--- src/rtl/mem_arbiter_if.sv ---
// Bundle of the cache-side request/response signals and the RAM-side port
// seen by the memory arbiter. slave is the arbiter view, master the environment view.
interface mem_arbiter_if #(
   parameter int ADDR_W = 32,
   parameter int DATA_W = 32
);
   logic              iREN;
   logic [ADDR_W-1:0] iaddr;
   logic              dREN;
   logic              dWEN;
   logic [ADDR_W-1:0] daddr;
   logic [DATA_W-1:0] dstore;
   logic [1:0]        ramstate;
   logic [DATA_W-1:0] ramload;
   logic              iwait;
   logic              dwait;
   logic [DATA_W-1:0] iload;
   logic [DATA_W-1:0] dload;
   logic              ramREN;
   logic              ramWEN;
   logic [ADDR_W-1:0] ramaddr;
   logic [DATA_W-1:0] ramstore;
   logic [1:0]        gnt;

   modport slave (
      input  iREN, iaddr, dREN, dWEN, daddr, dstore, ramstate, ramload,
      output iwait, dwait, iload, dload, ramREN, ramWEN, ramaddr, ramstore, gnt
   );

   modport master (
      output iREN, iaddr, dREN, dWEN, daddr, dstore, ramstate, ramload,
      input  iwait, dwait, iload, dload, ramREN, ramWEN, ramaddr, ramstore, gnt
   );
endinterface

--- src/rtl/mem_arbiter.sv ---
// Shares one RAM port between icache and dcache: dcache grants are held for a
// whole block burst, and a starving icache eventually overrides dcache priority.
module mem_arbiter #(
   parameter int ADDR_W     = 32,
   parameter int DATA_W     = 32,
   parameter int BURST      = 2,
   parameter int STARVE_MAX = 8
) (
   input logic          CLK,
   input logic          RST,
   mem_arbiter_if.slave bus
);
   localparam int WCNT_W = (BURST > 1) ? $clog2(BURST) : 1;
   localparam int STRV_W = $clog2(STARVE_MAX + 1);
   localparam logic [1:0]        RAM_ACCESS = 2'd2;
   localparam logic [WCNT_W-1:0] LAST_WORD  = WCNT_W'(BURST - 1);
   localparam logic [STRV_W-1:0] STRV_LIMIT = STRV_W'(STARVE_MAX);

   // Encoding matches the gnt owner code so gnt is the state itself.
   typedef enum logic [1:0] {
      IDLE = 2'd0,
      IGNT = 2'd1,
      DGNT = 2'd2
   } state_t;

   state_t            state_q,   state_d;
   logic [WCNT_W-1:0] wordCnt_q, wordCnt_d;
   logic [STRV_W-1:0] starve_q,  starve_d;

   logic access;
   logic dReq;

   assign access    = (bus.ramstate == RAM_ACCESS);
   assign dReq      = bus.dREN | bus.dWEN;
   assign bus.iload = bus.ramload;
   assign bus.dload = bus.ramload;
   assign bus.gnt   = state_q;

   always_ff @(posedge CLK or posedge RST) begin
      if (RST) begin
         state_q   <= IDLE;
         wordCnt_q <= '0;
         starve_q  <= '0;
      end else begin
         state_q   <= state_d;
         wordCnt_q <= wordCnt_d;
         starve_q  <= starve_d;
      end
   end

   always_comb begin
      state_d      = state_q;
      wordCnt_d    = wordCnt_q;
      starve_d     = starve_q;
      bus.ramREN   = 1'b0;
      bus.ramWEN   = 1'b0;
      bus.ramaddr  = '0;
      bus.ramstore = '0;
      bus.iwait    = 1'b1;
      bus.dwait    = 1'b1;

      unique case (state_q)
         IDLE: begin
            if (bus.iREN && (starve_q >= STRV_LIMIT)) begin
               state_d = IGNT;
            end else if (dReq) begin
               state_d = DGNT;
            end else if (bus.iREN) begin
               state_d = IGNT;
            end
         end

         DGNT: begin
            bus.ramaddr  = bus.daddr;
            bus.ramstore = bus.dstore;
            bus.ramWEN   = bus.dWEN;
            bus.ramREN   = bus.dREN & ~bus.dWEN;
            bus.dwait    = ~access;
            // The grant survives read/write switches; only the word count or a dropped request ends it.
            if (!dReq) begin
               state_d   = IDLE;
               wordCnt_d = '0;
            end else if (access) begin
               if (wordCnt_q == LAST_WORD) begin
                  state_d   = IDLE;
                  wordCnt_d = '0;
               end else begin
                  wordCnt_d = wordCnt_q + WCNT_W'(1);
               end
            end
         end

         IGNT: begin
            bus.ramaddr = bus.iaddr;
            bus.ramREN  = bus.iREN;
            bus.iwait   = ~access;
            if (!bus.iREN || access) begin
               state_d = IDLE;
            end
         end

         default: state_d = IDLE;
      endcase

      if ((state_d == IGNT) && (state_q != IGNT)) begin
         starve_d = '0;
      end else if (bus.iREN && (state_q != IGNT) && (starve_q < STRV_LIMIT)) begin
         starve_d = starve_q + STRV_W'(1);
      end
   end
endmodule

--- src/flat_wrapper.sv ---
// flat-port wrapper written by rule: the top's interface ports become plain ports
module mem_arbiter_flat 
#(
   parameter int ADDR_W     = 32,
   parameter int DATA_W     = 32,
   parameter int BURST      = 2,
   parameter int STARVE_MAX = 8
)
  (CLK, RST, bus_iREN, bus_iaddr, bus_dREN, bus_dWEN, bus_daddr, bus_dstore, bus_ramstate, bus_ramload, bus_iwait, bus_dwait, bus_iload, bus_dload, bus_ramREN, bus_ramWEN, bus_ramaddr, bus_ramstore, bus_gnt);
  mem_arbiter_if #(.ADDR_W(ADDR_W), .DATA_W(DATA_W)) bus_i ();
  input logic CLK;
  input logic RST;
  input wire logic [$bits(bus_i.iREN)-1:0] bus_iREN;
  input wire logic [$bits(bus_i.iaddr)-1:0] bus_iaddr;
  input wire logic [$bits(bus_i.dREN)-1:0] bus_dREN;
  input wire logic [$bits(bus_i.dWEN)-1:0] bus_dWEN;
  input wire logic [$bits(bus_i.daddr)-1:0] bus_daddr;
  input wire logic [$bits(bus_i.dstore)-1:0] bus_dstore;
  input wire logic [$bits(bus_i.ramstate)-1:0] bus_ramstate;
  input wire logic [$bits(bus_i.ramload)-1:0] bus_ramload;
  output wire logic [$bits(bus_i.iwait)-1:0] bus_iwait;
  output wire logic [$bits(bus_i.dwait)-1:0] bus_dwait;
  output wire logic [$bits(bus_i.iload)-1:0] bus_iload;
  output wire logic [$bits(bus_i.dload)-1:0] bus_dload;
  output wire logic [$bits(bus_i.ramREN)-1:0] bus_ramREN;
  output wire logic [$bits(bus_i.ramWEN)-1:0] bus_ramWEN;
  output wire logic [$bits(bus_i.ramaddr)-1:0] bus_ramaddr;
  output wire logic [$bits(bus_i.ramstore)-1:0] bus_ramstore;
  output wire logic [$bits(bus_i.gnt)-1:0] bus_gnt;
  assign bus_i.iREN = bus_iREN;
  assign bus_i.iaddr = bus_iaddr;
  assign bus_i.dREN = bus_dREN;
  assign bus_i.dWEN = bus_dWEN;
  assign bus_i.daddr = bus_daddr;
  assign bus_i.dstore = bus_dstore;
  assign bus_i.ramstate = bus_ramstate;
  assign bus_i.ramload = bus_ramload;
  assign bus_iwait = bus_i.iwait;
  assign bus_dwait = bus_i.dwait;
  assign bus_iload = bus_i.iload;
  assign bus_dload = bus_i.dload;
  assign bus_ramREN = bus_i.ramREN;
  assign bus_ramWEN = bus_i.ramWEN;
  assign bus_ramaddr = bus_i.ramaddr;
  assign bus_ramstore = bus_i.ramstore;
  assign bus_gnt = bus_i.gnt;
  mem_arbiter #(.ADDR_W(ADDR_W), .DATA_W(DATA_W), .BURST(BURST), .STARVE_MAX(STARVE_MAX)) u_core (.CLK(CLK), .RST(RST), .bus(bus_i));
endmodule
--- config.mk ---
export PLATFORM = sky130hd
export DESIGN_NAME = mem_arbiter_flat
export DESIGN_NICKNAME = d
export VERILOG_FILES = /design/src/rtl/mem_arbiter_if.sv /design/src/rtl/mem_arbiter.sv /design/src/flat_wrapper.sv
export SDC_FILE = /design/constraint.sdc
export NUM_CORES = 1
export LEC_CHECK = 0
export CAP_MARGIN = 40
export CORE_AREA = 2 2 105 107
export CTS_CLUSTER_SIZE = 40
export DETAILED_ROUTE_END_ITERATION = 8
export DIE_AREA = 0 0 107 109
export HOLD_SLACK_MARGIN = 0.05
export RECOVER_POWER = 25
export SLEW_MARGIN = 5
export SYNTH_ARGS = -nofsm -noshare
export SYNTH_HDL_FRONTEND = slang
export SYNTH_SLANG_ARGS = --single-unit
--- constraint.sdc ---
create_clock -name CLK -period 1.5 [get_ports CLK]
set_input_delay 0.3 -clock CLK [delete_from_list [all_inputs] [get_ports CLK]]
set_output_delay 0.3 -clock CLK [all_outputs]
set_load 0.02 [all_outputs]
# After elaboration in Yosys (flattened, before gate mapping)

Cells that the tools add are included.

$add $sub $neg: 2
Magnitude comparators: 2
Equal/unequal tests: 6
Multiplexer cells: 19
Bitwise gates (word level): 4
Reductions and logical operators: 9

Operators with widths:

| kind                  | count |
|---|---|
| $pmux W32 S2          | 1 |
| $mux W32              | 1 |
| $mux W2               | 7 |
| $mux W4               | 2 |
| $mux W1               | 6 |
| $pmux W2 S3           | 1 |
| $add A4 B1 Y4 const B | 1 |
| $eq A2 B1 Y1 const B  | 2 |
| $eq A2 B2 Y1 const B  | 2 |
| $ge A4 B4 Y1 const B  | 1 |
| $logic_and A1 B1 Y1   | 4 |
| $lt A4 B4 Y1 const B  | 1 |
| $ne A2 B1 Y1 const B  | 2 |
| $logic_not A2 Y1      | 1 |
| $not A1 Y1            | 2 |
| $pmux W1 S2           | 1 |
| $reduce_and A2 Y1     | 1 |
| $reduce_bool A2 Y1    | 1 |
| $add A1 B1 Y1 const B | 1 |
| $and A1 B1 Y1         | 1 |
| $logic_not A1 Y1      | 1 |
| $logic_or A1 B1 Y1    | 1 |
| $or A1 B1 Y1          | 1 |

Flip-flop bits (word level): 7
Input port bits: 135
Output and inout port bits: 134
Logic and storage cells: 45

# Longest topological paths before layout

Depth after elaboration: 7
Depth in mapped cells: 7
Mapped depth without buffers: 6

# Worst setup path before layout

OpenSTA, ideal clock, no wires.

Path kind: flip-flop to output port
From: reg u_core.state_q[0], in the netlist u_core.bus.gnt[0]
To: out bus_ramaddr[10]
Arrival: 1.524 ns
Data required time: 1.200 ns
Path slack: -0.324 ns
Stages on the path, launching flop included: 6
Buffers on the path: 1
Path through: dfrtp_1 > inv_1 > ha_1 > clkbuf_1 > a22oi_1 > nor2b_1

Word-level cells in the longest chain between the ends: 2

Ends and longest elaborated chain:

| element                                             | line               | RTL |
|---|---|---|
| start, declared                                     | mem_arbiter.sv:26  | `state_t state_q, state_d;` |
| start signal, assigned                              | mem_arbiter.sv:45  | `state_q <= state_d;` |
| $eq A2 B1 Y1 / $eq A2 B2 Y1 (equally long branches) | mem_arbiter.sv:62  | `unique case (state_q)` |
| $pmux W32 S2 *                                      | mem_arbiter.sv:62  |  |
| end, declared                                       | flat_wrapper.sv:27 | `output wire logic [$bits(bus_i.ramaddr)-1:0] bus_ramaddr;` |

Mark *: on every way between the ends. The rest lies on a longest branch, timed or not.

# Final worst setup path

From: reg u_core.state_q[0], in the netlist u_core.bus.gnt[0]
To: out bus_ramaddr[1]

Same word-level chain as after synthesis.

==> summary.md <==
| Metric | Value |
|---|---|
| CTS Hold Bufs | `0` |
| CP endpoint kind | `output pin` |
| WL met3 | `681 um` |
| Mean Syn Cell Area | `7.49 um^2` |
| Worst-margin pin slew | `0.343 ns` |
| Chip width | `107 um` |
| Post-Route WL | `8370 um` |
| Gpl congestion | `0.739` |
| Leakage | `1.85 nW` |
| Sw Share | `40.4%` |
| Post-Syn Instances | `228` |
| CP cell instances | `inv_4 -> ha_4 -> buf_12 -> buf_16 -> a22oi_2 -> nor2b_4 -> buf_6` |
| Logic pwr share | `93.0%` |
| Rows | `38` |
| Min Tclk post-route | `1.89 ns` |
| Synth area leaders | `buf_4 (28%), a22oi_1 (14%), and2_1 (12%)` |
| Vias per inst | `4.14` |
| R2R Setup Slk | `-0.33 ns` |
| Period utilisation layout | `126%` |
| Worst reg2reg path depth | `10` |
| Total of max-cap violations | `0` |
| Total gr overflow | `0` |
| Clk sinks | `7` |
| Sequential fraction of the synthesis area | `10.3%` |
| Post-route ant nets | `0` |
| Clock buffer depth | `2` |
| Starting Density | `16.1%` |
| Metal-1 WL | `2830 um` |
| Syn Nets | `369` |
| Clock Skews | `0.00213 ns` |
| Max IR drop VDD | `0.000927 V` |
| Die height | `109 um` |
| Initial antenna violation count | `0` |
| Non-Filler Instances | `511` |
| Clk_lat worst skew | `0.23 ns` |
| Type of origin of the critical path | `flop` |
| Min-delay worst type | `in -> async` |
| Top sig layer | `met4` |
| FF-to-FF End | `u_core.starve_q[1]` |
| WHS | `0.449 ns` |
| Worst Path Max Fanout | `6` |
| PnR Total Power | `9.64 mW` |
| Failing checks | `negative setup slack` |
| Achievable Freq | `0.529 GHz` |
| Area grow syn2layout | `162%` |
| Worst endpoint required time | `1.20 ns` |
| TritonRoute pass-1 iters | `4` |
| Core Region | `0.0106 mm^2` |
| Number of CTS-inserted buffers | `3` |
| Crit path arrival time | `1.59 ns` |
| Placed cells | `481` |
| DRC viols | `0` |
| First DRT Iteration DRCs | `47` |
| Boundary pin count | `269` |
| YS warnings | `0` |
| WS Path Type | `reg -> out` |
| CP peak stage delay | `0.44 ns` |
| Post-Syn Area | `0.00171 mm^2` |
| Number of global-route vias before repair | `2,208` |
| Sequential Power Share | `4.2%` |
| Final setup margin | `-0.390 ns` |
| RSZ-0062 raised after global routing | `yes` |
| Final hold violations | `0` |
| Clk pin slew, worst setup/hold paths | `0.04 ns` |
| Top cell type's share of synthesized area | `28.2%` |
| Clock power share | `2.7%` |
| P per Cell Area | `2160 mW/mm^2` |
| Layout cells sized above 1 | `64.2%` |
| Port Buffers | `172` |
| Setup TNS | `-22.54 ns` |
| Final nets | `513` |
| Switching power | `3.89 mW` |
| DP Worst Slack | `-0.597 ns` |
| Critical path launch point | `u_core.bus.gnt[0]` |
| Top cell type by total area after synthesis | `buf_4` |
| Reg2reg start | `u_core.bus.gnt[1]` |
| Final setup violation count | `74` |
| Gr usage total | `13.6%` |
| CP max-delay cell | `dfrtp_2` |
| H-tree depth | `1` |
| Metal2 WL | `4600 um` |
| Slew Viols, Final | `0` |
| Vias after detailed routing | `2,118` |
| Status | `finished, violations left` |
| Die Area | `0.0117 mm^2` |
| Largest net degree at the start of global routing | `21` |
| P_int | `5.75 mW` |
| Worst rel slew slack | `76.9%` |
| Diodes inserted | `0` |
| Yosys cell types | `32` |
| FF+latch count, synth | `7` |
| Global-route wire length before repair | `12,200 um` |
| CTS tree | `done` |
| Clk root buf | `clkbuf_8` |
| Drt wl/cell | `16.4 um` |
| Dpl hpwl | `5820 um` |
worst max path at each step:
stage	to	slack (ns)	cells after the start
after floorplan	bus_ramaddr[10]	-0.07	6
after global placement	bus_ramREN	-0.59	4
after detailed placement	bus_ramaddr[15]	-0.60	6
after CTS	bus_ramaddr[18]	-0.41	6
after global routing	bus_ramREN	-0.48	6
final	bus_ramaddr[1]	-0.39	7
final cells by class:
cell class              instances  area, um^2
clock buffers                   4        45.0
fillers                      1006        6140
inverters                       6        27.5
multi-input cells             137        1550
flip-flops and latches          7         178
well taps                     140         175
repair buffers                217        2490
worst max-delay path, delay by kind of cell (launching register included):
| kind | cells | cell delay (ns) |
|---|---|---|
| AND/OR/NAND/NOR | 1 | 0.11 |
| buffers and inverters | 4 | 0.50 |
| adder cells (fa/ha/maj) | 1 | 0.24 |
| AO/OA/AOI/OAI | 1 | 0.06 |
| flip-flops | 1 | 0.44 |
sequential cells by signal, indices dropped and copies added, names as in the netlist:
register,cells
u_core.wordCnt_q,1
u_core.bus.gnt,2
u_core.starve_q,4
routing by layer:
metal	GRT usage, %	vias to the layer above
met1	13.6	970
met4	5.94	0
met3	2.57	36
met2	27.3	119
met5	0	-
li1	-	993
metrics by stage:
step / cell area (um^2) / util [%]
after floorplan: 2270 / -
after CTS: 4350 / 41.1
after detailed placement: 3740 / 35.3
after global routing: 4470 / 42.1
final: 4470 / 42.1
after global placement: 3740 / 35.3
cells in the mapped netlist:
| cell type | count |
|---|---|
| xor2_1 | 1 |
| o21ai_0 | 2 |
| nand2_1 | 5 |
| buf_6 | 1 |
| o22ai_1 | 1 |
| ha_1 | 6 |
| buf_4 | 64 |
| xnor2_1 | 1 |
| nand3b_1 | 1 |
| o21ai_1 | 1 |
| nor3_1 | 1 |
| nor2b_1 | 33 |
| nor2_2 | 1 |
| buf_2 | 5 |
| a22oi_2 | 1 |
| a31oi_2 | 1 |
| inv_1 | 6 |
| a211oi_1 | 1 |
| dfrtp_1 | 7 |
| a31oi_1 | 4 |
| a22oi_1 | 32 |
| o31ai_1 | 1 |
| o21ai_2 | 1 |
| clkbuf_1 | 8 |
| nor2_1 | 2 |
| and2_1 | 33 |
| o2bb2ai_2 | 1 |
| and3_1 | 1 |
| a21boi_1 | 1 |
| nor2b_4 | 1 |
| nor3b_4 | 1 |
| a21oi_1 | 3 |
cell families after synthesis:
| logic type | after synthesis | synth area share [%] |
|---|---|---|
| buf+inv | 84 | 33.4 |
| simple gates | 79 | 29.1 |
| compound gates | 50 | 21.8 |
| flops | 7 | 10.3 |
| fa+ha+maj | 6 | 4.40 |
| xor+xnor | 2 | 1.03 |
power by group through the flow:
stage          logic [mW]  registers [mW]  clock network (mW)
2_1_floorplan        4.50           0.415                   0
3_3_place_gp         6.61           0.388                   0
3_5_place_dp         6.68           0.394                   0
4_1_cts              8.79           0.401               0.269
5_1_grt              9.49           0.424               0.281
6_report             8.97           0.410               0.264
cell usage in the layout, fill, tap and decap left out, drive strengths merged:
cell type and n:
nor3 1, dlygate4sd3 1, and3 1, inv 6
ha 6, o21ai 4, clkdlybuf4s50 101, nor3b 1
dlygate4sd2 1, a21oi 3, o31ai 1, nand2 5
buf 114, a22oi 33, clkbuf 4, nor2 3
o2bb2ai 1, nand3b 1, a21boi 1, xnor2 1
dfrtp 7, o22ai 1, xor2 1, a31oi 5
and2 33, nor2b 34, a211oi 1
timing repair:
action | 4_1_cts | 5_1_grt
cloned | 9 | 0
setup endpoints to repair | 76 | 75
pin swaps | 20 | 20
setup buffers | 14 | 6
resized for setup | 440 | 27
Note: power is estimated with default switching activity, not from simulation.
